[src/rtl/run_sched.sv]
// run_sched: measurement-run sequencer (IDLE -> WARMUP -> RUN -> DRAIN -> DONE)
// controlled over the 134-bit in-band configuration chain.
// Optional build macro RUN_SCHED_PKT_LIMIT_EN adds the PKT_LIMIT register (+6)
// that can end RUN early after a programmed number of generator packets.
// Chain handshake: a word is valid in any cycle its *_wr strobe is high; there
// is no backpressure, so every valid word is consumed in the cycle it arrives
// and cout_rs_ready is only a pass-through of the downstream ready.
module run_sched #(
  parameter logic [7:0]  LMID      = 8'd8,
  parameter logic [31:0] BASE_ADDR = 32'h71000000,
  parameter int          CNT_W     = 32
) (
  input  logic         clk,
  input  logic         rst,
  input  logic [133:0] cin_rs_data,
  input  logic         cin_rs_data_wr,
  output logic         cout_rs_ready,
  output logic [133:0] cout_rs_data,
  output logic         cout_rs_data_wr,
  input  logic         cin_rs_ready,
  input  logic         in_rs_pkt_wr,
  output logic         rs2scm_sent_start,
  output logic         rs2scm_sent_end,
  output logic         rs2scm_stat_clr,
  output logic         rs_busy
);

  typedef enum logic [2:0] {
    S_IDLE   = 3'd0,
    S_WARMUP = 3'd1,
    S_RUN    = 3'd2,
    S_DRAIN  = 3'd3,
    S_DONE   = 3'd4
  } state_t;

  state_t           r_state;
  state_t           w_state_nxt;
  logic [CNT_W-1:0] r_cnt;
  logic [CNT_W-1:0] r_warmup;
  logic [CNT_W-1:0] r_duration;
  logic [CNT_W-1:0] r_drain;
  logic [31:0]      r_run_count;
  logic             r_sent_end;
  logic             r_stat_clr;
  logic [133:0]     r_cout_data;
  logic             r_cout_wr;
  logic             r_drop;

  // Control-packet decode on the first word of a packet addressed to us
  logic        w_first, w_mine, w_is_wr, w_is_rd;
  logic [31:0] w_off;
  logic        w_start, w_abort;
  logic [31:0] w_rdata;
  logic        w_pkt_hit;

  assign w_first = cin_rs_data_wr && (cin_rs_data[133:132] == 2'b01);
  assign w_mine  = w_first && (cin_rs_data[103:96] == LMID);
  assign w_is_wr = w_mine && (cin_rs_data[126:124] == 3'b010);
  assign w_is_rd = w_mine && (cin_rs_data[126:124] == 3'b001);
  assign w_off   = cin_rs_data[95:64] - BASE_ADDR;
  assign w_start = w_is_wr && (w_off == 32'd0) && cin_rs_data[0];
  assign w_abort = w_is_wr && (w_off == 32'd0) && cin_rs_data[1];

  assign cout_rs_ready   = cin_rs_ready;
  assign cout_rs_data    = r_cout_data;
  assign cout_rs_data_wr = r_cout_wr;

`ifdef RUN_SCHED_PKT_LIMIT_EN
  logic [31:0] r_pkt_limit;
  logic [31:0] r_pkt_cnt;

  // Limit is reached in the cycle the counted packet makes pkt_cnt equal PKT_LIMIT
  assign w_pkt_hit = (r_state == S_RUN) && in_rs_pkt_wr && (r_pkt_limit != 32'd0) &&
                     ((r_pkt_cnt + 32'd1) == r_pkt_limit);

  // Packet counter: cleared when a run is armed, counts generator packets only in RUN
  always_ff @(posedge clk) begin
    if (rst) begin
      r_pkt_cnt <= 32'd0;
    end else if (r_state == S_IDLE && w_state_nxt == S_WARMUP) begin
      r_pkt_cnt <= 32'd0;
    end else if (r_state == S_RUN && in_rs_pkt_wr) begin
      r_pkt_cnt <= r_pkt_cnt + 32'd1;
    end
  end
`else
  // Without the limit the generator strobe has no effect on the sequence
  assign w_pkt_hit = in_rs_pkt_wr & 1'b0;
`endif

  // Register read mux; unmapped offsets return all ones
  always_comb begin
    w_rdata = 32'hFFFFFFFF;
    case (w_off)
      32'd0: w_rdata = 32'd0;
      32'd1: w_rdata = 32'(r_warmup);
      32'd2: w_rdata = 32'(r_duration);
      32'd3: w_rdata = 32'(r_drain);
      32'd4: w_rdata = {29'd0, r_state};
      32'd5: w_rdata = r_run_count;
`ifdef RUN_SCHED_PKT_LIMIT_EN
      32'd6: w_rdata = r_pkt_limit;
`endif
      default: w_rdata = 32'hFFFFFFFF;
    endcase
  end

  // Configuration registers and completed-run counter
  always_ff @(posedge clk) begin
    if (rst) begin
      r_warmup    <= '0;
      r_duration  <= '0;
      r_drain     <= '0;
      r_run_count <= 32'd0;
`ifdef RUN_SCHED_PKT_LIMIT_EN
      r_pkt_limit <= 32'd0;
`endif
    end else begin
      if (w_is_wr) begin
        case (w_off)
          32'd1: r_warmup   <= CNT_W'(cin_rs_data[31:0]);
          32'd2: r_duration <= CNT_W'(cin_rs_data[31:0]);
          32'd3: r_drain    <= CNT_W'(cin_rs_data[31:0]);
`ifdef RUN_SCHED_PKT_LIMIT_EN
          32'd6: r_pkt_limit <= cin_rs_data[31:0];
`endif
          default: ;
        endcase
      end
      if (r_state == S_DONE) begin
        r_run_count <= r_run_count + 32'd1;
      end
    end
  end

  // Chain path: consume writes (both words), answer reads, forward everything else
  always_ff @(posedge clk) begin
    if (rst) begin
      r_cout_data <= '0;
      r_cout_wr   <= 1'b0;
      r_drop      <= 1'b0;
    end else begin
      r_cout_wr <= 1'b0;
      if (cin_rs_data_wr) begin
        if (w_is_wr) begin
          r_drop <= 1'b1;
        end else if (w_is_rd) begin
          r_cout_wr   <= 1'b1;
          r_cout_data <= {cin_rs_data[133:128], 4'b1011, cin_rs_data[123:112],
                          cin_rs_data[103:96], cin_rs_data[111:104],
                          cin_rs_data[95:32], w_rdata};
        end else if (r_drop) begin
          r_drop <= 1'b0;
        end else begin
          r_cout_wr   <= 1'b1;
          r_cout_data <= cin_rs_data;
        end
      end
    end
  end

  // FSM state register
  always_ff @(posedge clk) begin
    if (rst) r_state <= S_IDLE;
    else     r_state <= w_state_nxt;
  end

  // FSM next state; abort beats everything except in IDLE where it is a no-op
  always_comb begin
    w_state_nxt = r_state;
    case (r_state)
      S_IDLE:   if (w_start && !w_abort) w_state_nxt = S_WARMUP;
      S_WARMUP: if (r_cnt == '0) w_state_nxt = S_RUN;
      S_RUN:    if (r_cnt == '0 || w_pkt_hit) w_state_nxt = S_DRAIN;
      S_DRAIN:  if (r_cnt == '0) w_state_nxt = S_DONE;
      S_DONE:   w_state_nxt = S_IDLE;
      default:  w_state_nxt = S_IDLE;
    endcase
    if (w_abort && r_state != S_IDLE) w_state_nxt = S_IDLE;
  end

  // Phase counter: loaded from the registers on each phase entry, so later writes wait for the next run
  always_ff @(posedge clk) begin
    if (rst) begin
      r_cnt <= '0;
    end else begin
      case (r_state)
        S_IDLE:   if (w_state_nxt == S_WARMUP) r_cnt <= r_warmup;
        S_WARMUP: r_cnt <= (r_cnt == '0) ? r_duration : r_cnt - CNT_W'(1);
        S_RUN:    r_cnt <= (r_cnt == '0 || w_pkt_hit) ? r_drain : r_cnt - CNT_W'(1);
        S_DRAIN:  if (r_cnt != '0) r_cnt <= r_cnt - CNT_W'(1);
        default:  ;
      endcase
    end
  end

  // One-cycle pulses: stat_clr on arming, sent_end on any exit from RUN other than reset
  always_ff @(posedge clk) begin
    if (rst) begin
      r_stat_clr <= 1'b0;
      r_sent_end <= 1'b0;
    end else begin
      r_stat_clr <= (r_state == S_IDLE) && (w_state_nxt == S_WARMUP);
      r_sent_end <= (r_state == S_RUN) && (w_state_nxt != S_RUN);
    end
  end

  // FSM outputs
  always_comb begin
    rs2scm_sent_start = (r_state == S_RUN);
    rs_busy           = (r_state != S_IDLE);
    rs2scm_sent_end   = r_sent_end;
    rs2scm_stat_clr   = r_stat_clr;
  end

endmodule

[config.mk]
export PLATFORM = sky130hd
export DESIGN_NAME = run_sched
export DESIGN_NICKNAME = d
export VERILOG_FILES = /design/src/rtl/run_sched.sv
export SDC_FILE = /design/constraint.sdc
export NUM_CORES = 1
export LEC_CHECK = 0
export ABC_AREA = 0
export CORE_ASPECT_RATIO = 1.2
export CORE_MARGIN = 1.5
export CORE_UTILIZATION = 52
export CTS_CLUSTER_SIZE = 28
export DETAILED_ROUTE_END_ITERATION = 10
export PLACE_DENSITY = 0.88
export SYNTH_ARGS = -nofsm -noshare
export SYNTH_HDL_FRONTEND = slang
export SYNTH_SLANG_ARGS = --single-unit
[constraint.sdc]
create_clock -name clk -period 3.2 [get_ports clk]
set_input_delay 0.48 -clock clk [delete_from_list [all_inputs] [get_ports clk]]
set_output_delay 0.48 -clock clk [all_outputs]
set_load 0.01 [all_outputs]
After elaboration in Yosys (flattened, before gate mapping):

Index checks and enable logic that the tools add are counted.

* bits in registers: 301
* input port bits: 139
* output and inout port bits: 140
* logic and storage cells: 78

* add/subtract/negate cells: 3
* equal/unequal tests: 19
* multiplexer cells: 18
* bitwise logic cells: 2
* reductions and logical operators: 25

Operator list (number)
* 134-bit two-way mux: 2
* 32-bit one-hot mux with 6 select lines: 1
* 32-bit two-way mux: 4
* 32-bit one-hot mux with 4 select lines: 1
* 32-bit by 2-bit equality test with 1-bit output (second input constant): 2
* 32-bit by 3-bit equality test with 1-bit output (second input constant): 2
* 32-bit logical NOT: 2
* 32-bit by 1-bit adder with 32-bit output (second input constant): 1
* 32-bit by 1-bit equality test with 1-bit output (second input constant): 1
* 32-bit nonzero test: 1
* 32-bit by 1-bit subtractor with 32-bit output (second input constant): 1
* 32-bit by 31-bit subtractor with 32-bit output (second input constant): 1
* 3-bit two-way mux: 5
* 3-bit one-hot mux with 4 select lines: 1
* 1-bit logical AND: 11
* 3-bit by 1-bit equality test with 1-bit output (second input constant): 3
* 3-bit by 2-bit equality test with 1-bit output (second input constant): 3
* 8-bit by 4-bit equality test with 1-bit output (second input constant): 1
* 2-bit AND reduction: 4
* 2-bit != test (second input constant): 3
* 3-bit AND reduction: 2
* 1-bit two-way mux: 4
* 4-bit nonzero test: 1
* 3-bit equality test (second input constant): 1
* 8 further kinds: 9

Depth between registers and ports, before layout:

* word-level depth: 14
* gate-level depth with buffers: 10
* mapped depth without buffers: 8

Least setup slack after synthesis:

OpenSTA, ideal clock, no wires.

* kind: register to register
* start: reg r_cnt[24]
* end: reg r_cnt[22]
* setup time: 0.139 ns
* data arrival time: 2.397 ns
* required time: 3.061 ns
* slack: 0.664 ns
* stages on the path, launching flop included: 9
* period minus slack after synthesis: 2.536 ns
* path through: dfxtp_1 or4_4 or4_1 buf_6 or4_4 buf_6 a31oi_1 and3_1 o32ai_1

* cells in the longest elaborated chain, start to end: 7
* elaborated cells on any way between the ends: 14
* classes of those cells: eq/ne (3); mux (8); reduce/logical (3)

Ends and longest elaborated chain
* start: declaration: RTL line 38 `logic [CNT_W-1:0] r_cnt;`
* start signal: assignment: RTL line 188 `S_IDLE: if (w_state_nxt == S_WARMUP) r_cnt <= r_warmup;`
* start signal: assignment: RTL line 189 `S_WARMUP: r_cnt <= (r_cnt == '0) ? r_duration : r_cnt - CNT_W'(1);`
* start signal: assignment: RTL line 190 `S_RUN: r_cnt <= (r_cnt == '0 || w_pkt_hit) ? r_drain : r_cnt - CNT_W'(1);`
* 32-bit logical NOT
* 3-bit two-way mux (on tied branches): RTL line 175, 173, 174
* 3-bit one-hot mux with 4 select lines: RTL line 171 `case (r_state)`
* 3-bit two-way mux: RTL line 179 `if (w_abort && r_state != S_IDLE) w_state_nxt = S_IDLE;`
* 3-bit by 1-bit equality test with 1-bit output: RTL line 188
* 2-bit != test (no source line)
* 3-bit AND reduction (no source line)

Parallel ways exist; a longest one is shown, timed or not.
A chain may end at the register's enable or synchronous reset.

Worst setup path in the final report:

* start: reg r_cnt[24]
* end: reg r_cnt[17]

The elaborated chain is that of the path after synthesis.

==> summary.txt <==
Clock network
  – Max Buffers Root-to-Sink: 3
  – Postcts setup bufs: 0
  – Post-cts resize count: 0
  – Sink count of the clock tree: 301
  – Clock edge transition at the registers on the reported setup and hold paths: about 0.06 ns
  – Number of CTS-inserted buffers: 30
  – CTS tree: built
  – Cts-stage hold buffer count: 0
  – Worst skew pair latency: approximately 0.56 ns
  – Maximum level of the CTS H-tree: 1
  – Cell chosen for the clock root: sky130_fd_sc_hd__clkbuf_16

STA
  – Max Transition Viols Final: 0
  – Min Hold Slack: roughly 0.28 ns
  – Headroom to the max-slew limit: 0.3720
  – Final Setup Violations: 0
  – Transition time of the tightest slew-check pin: approximately 0.94 ns
  – Peak Freq: approximately 340 MHz
  – Total negative setup slack: 0 ns
  – Crit share post-route: 0.9156
  – Unrepaired setup endpoints after global routing: false
  – Count of final hold-check violations: 0
  – Skew final: around 0.010 ns
  – Setup slack of the critical path after layout: ~0.27 ns
  – Fin crit period: approximately 2.9 ns

Global route
  – Wire length of the first global-routing pass: between 70000 and 80000 µm
  – Antenna violations before repair: 0
  – Global-route congestion overflow total: 0
  – Combined global-route utilization of all metal layers: 0.3342
  – Number of global-route vias before repair: 14290
  – Maximum number of pins on one net before global-route repair: about 200

Floorplanning
  – Effective utilization at floorplan: 0.5298
  – Std-Cell Core Area: 0.02627 mm²
  – Die X-Extent: approximately 150 µm
  – Std-Cell Rows: 65
  – Number of top-level pins: around 280
  – Die Area: between 0.02 and 0.03 mm²
  – Chip Height: 182.2 µm

Worst setup path
  – Kind of cell adding the most delay to the critical path: simple AND/OR/NAND/NOR gates
  – Critical register-to-register path startpoint: r_cnt[24]$_SDFFE_PP0P_
  – Critical-path cell with the highest stage delay: sky130_fd_sc_hd__or4_1
  – Element type at the critical path end: flop
  – Kind of critical path: flop to flop
  – Register-to-register path setup slack: between 0.2 and 0.3 ns
  – CP Buf/Inv Count: 1
  – Crit path largest cell delay: ~0.65 ns
  – Required time at the endpoint of the critical path: 3.63 ns
  – Cell chain of the critical path: or4_4 -> or4_1 -> o41ai_1 -> a21o_2 -> buf_12 -> nand2b_1 -> o32ai_1
  – Startpoint types: flop
  – Destination of the worst register-to-register timing path: r_cnt[17]$_SDFFE_PP0P_
  – Arr. time, crit path: between 3 and 4 ns
  – Depth of the worst register-to-register path: 7
  – Critical Path Fanout Max: 41

Placement
  – Post-DP HPWL: 33470 µm
  – Placed standard-cell area: between 0.015 and 0.02 mm²
  – Number of instances in the placed design: between 2000 and 2500
  – IO Port Bufs: between 200 and 300
  – Routability congestion estimate: about 0.95
  – Worst setup timing slack at the placement stage: between 0.1 and 0.15 ns

Cells and area
  – Post-layout instance area: between 0.015 and 0.02 mm²
  – Fraction of layout instances using a drive strength above 1: 0.07723
  – Non-Filler Instances: 2368
  – Final net count: 2151
  – Footprint of the multi-input gates: slightly above 0.007 mm²
  – Number of fill cells: around 2000
  – Area used by sequential logic in the layout: 0.006026 mm²
  – Area delta synth->final: 30.63%
  – Final antenna diode count: 0

Power
  – VDD IR max: roughly 0.46 mV
  – Static leakage: roughly 6.5 nW
  – Power density relative to cell area: ~480 mW/mm²

Route
  – Average vias per placed instance: 6.218
  – Initial drt markers: 1779
  – Final ANT Viol Nets: 0
  – Pre-antenna DRT Iters: 6
  – Average wire per cell in the routed design: roughly 20 µm
  – DRC violations left: 0
  – Via count of the routed design: about 15000
  – Final routed wirelength across all metal layers: 48370 µm

Hold path
  – Hold worst-path end: r_drain[17]$_SDFFE_PP0P_
  – Number of stages on the worst hold path: 2
  – Kind of path behind the tightest hold check: input pin to flop
  – Origin of the worst min-delay path: rst

Yosys
  – Most used standard cells in the synthesized netlist: sky130_fd_sc_hd__nand2_1 (463), sky130_fd_sc_hd__dfxtp_1 (301), sky130_fd_sc_hd__a21oi_1 (260)
  – Average cell area after synthesis: between 7 and 8 µm²
  – Flip-flop and latch count after synthesis: roughly 300
  – Number of instances in the synthesized netlist: approximately 1800
  – Most common flop cell mapped by yosys: sky130_fd_sc_hd__dfxtp_1
  – Post-synthesis net count: just under 2000
  – Area share of the largest cell type after synthesis: 0.4329
  – Async SR Flop Fraction: 0
  – Most frequent cell after synthesis: sky130_fd_sc_hd__nand2_1
  – Synthesized area: around 0.014 mm²
  – Register area share after synthesis: 0.4329
  – Number of warnings printed during yosys synthesis: 0
  – Distinct cells, synth: between 60 and 70
  – Number of enable flip-flop cells after synthesis: 0
  – Cell types with the largest area share after synthesis: sky130_fd_sc_hd__dfxtp_1 (43%), sky130_fd_sc_hd__nand2_1 (12%), sky130_fd_sc_hd__a21oi_1 (9.3%)
  – Cell type contributing the most total cell area after synthesis: sky130_fd_sc_hd__dfxtp_1

Run
  – Number of max-capacitance violations reported: 0

Status
  – Run status: finished clean
[sequential cells by signal, indices dropped and copies added, names as in the netlist]
register,count
r_cnt,32
r_drain,32
r_drop,1
r_run_count,32
rs2scm_stat_clr,1
r_state,3
rs2scm_sent_end,1
r_duration,32
cout_rs_data_wr,1
cout_rs_data,134
r_warmup,32
[per-stage QoR]
stage | power (mW) | util
final | 8.727 | 0.6921
after global routing | 8.937 | 0.6921
after CTS | 8.730 | 0.6921
after detailed placement | 4.934 | 0.6505
after global placement | 4.915 | 0.6505
after floorplan | 4.359 | -
[metal layers]
layer / track usage / wire length (µm) / vias to the layer above
li1: - / - / 6716
met1: 0.3939 / 17360 / 6883
met2: 0.5631 / 22920 / 944
met3: 0.09665 / 5861 / 182
met4: 0.1511 / 2235 / 0
met5: 0 / 0 / -
[power breakdown]
part | total (mW) | leakage, nW | switching [mW] | internal [mW]
clock network | 3.85 | 0.540 | 1.57 | 2.28
registers | 3.93 | 2.45 | 0.0718 | 3.86
logic | 0.947 | 3.49 | 0.483 | 0.463
total | 8.73 | 6.49 | 2.12 | 6.61
[cell type report]
type                       instances  share of cell area
multi-input combinational       1322              0.3983
clock inverter                    16             0.01115
sequential                       301              0.3314
tap                              335             0.02305
clock buffer                      40             0.04893
timing repair buffer             336              0.1835
inverter                          18            0.003716
[cells by family after synthesis]
group                      after synthesis  share of synthesized area
and+or+nand+nor                        773                     0.2494
AOI/OAI and AO/OA                      469                     0.2137
DFF                                    301                     0.4329
buffers and inverters                  162                    0.04980
xor gates and xnor gates                45                    0.02832
muxes                                   32                    0.02319
adders and majority gates                3                   0.002697
[placed cells by master (no fill, tap or decap), types with 31 or more instances in the layout]
| cell | netlist | final |
|---|---|---|
| sky130_fd_sc_hd__a211oi_1 | 36 | 36 |
| sky130_fd_sc_hd__nor2_1 | 87 | 87 |
| sky130_fd_sc_hd__clkdlybuf4s50_1 | 0 | 273 |
| sky130_fd_sc_hd__nand2_1 | 463 | 463 |
| sky130_fd_sc_hd__nand3_1 | 36 | 36 |
| sky130_fd_sc_hd__clkbuf_16 | 0 | 31 |
| sky130_fd_sc_hd__and2_1 | 32 | 32 |
| sky130_fd_sc_hd__nor3_1 | 53 | 51 |
| sky130_fd_sc_hd__o221ai_1 | 31 | 31 |
| sky130_fd_sc_hd__a21oi_1 | 260 | 260 |
| sky130_fd_sc_hd__o22ai_1 | 35 | 35 |
| sky130_fd_sc_hd__dfxtp_1 | 301 | 301 |
| sky130_fd_sc_hd__buf_4 | 5 | 51 |
[worst max-delay path by stage]
stage	from	endpoint	slack [ns]	cells after the start
floorplan	r_cnt[24]$_SDFFE_PP0P_	r_cnt[22]$_SDFFE_PP0P_	0.66	8
global placement	cin_rs_data[100]	r_drain[31]$_SDFFE_PP0P_	0.24	8
detailed placement	cin_rs_data[100]	cout_rs_data[123]$_SDFFE_PP0P_	0.14	8
CTS	r_cnt[24]$_SDFFE_PP0P_	r_cnt[17]$_SDFFE_PP0P_	0.31	7
global route	r_cnt[24]$_SDFFE_PP0P_	r_cnt[16]$_SDFFE_PP0P_	0.14	7
finish	r_cnt[24]$_SDFFE_PP0P_	r_cnt[17]$_SDFFE_PP0P_	0.27	7
Power figures use the tool's default switching activity.
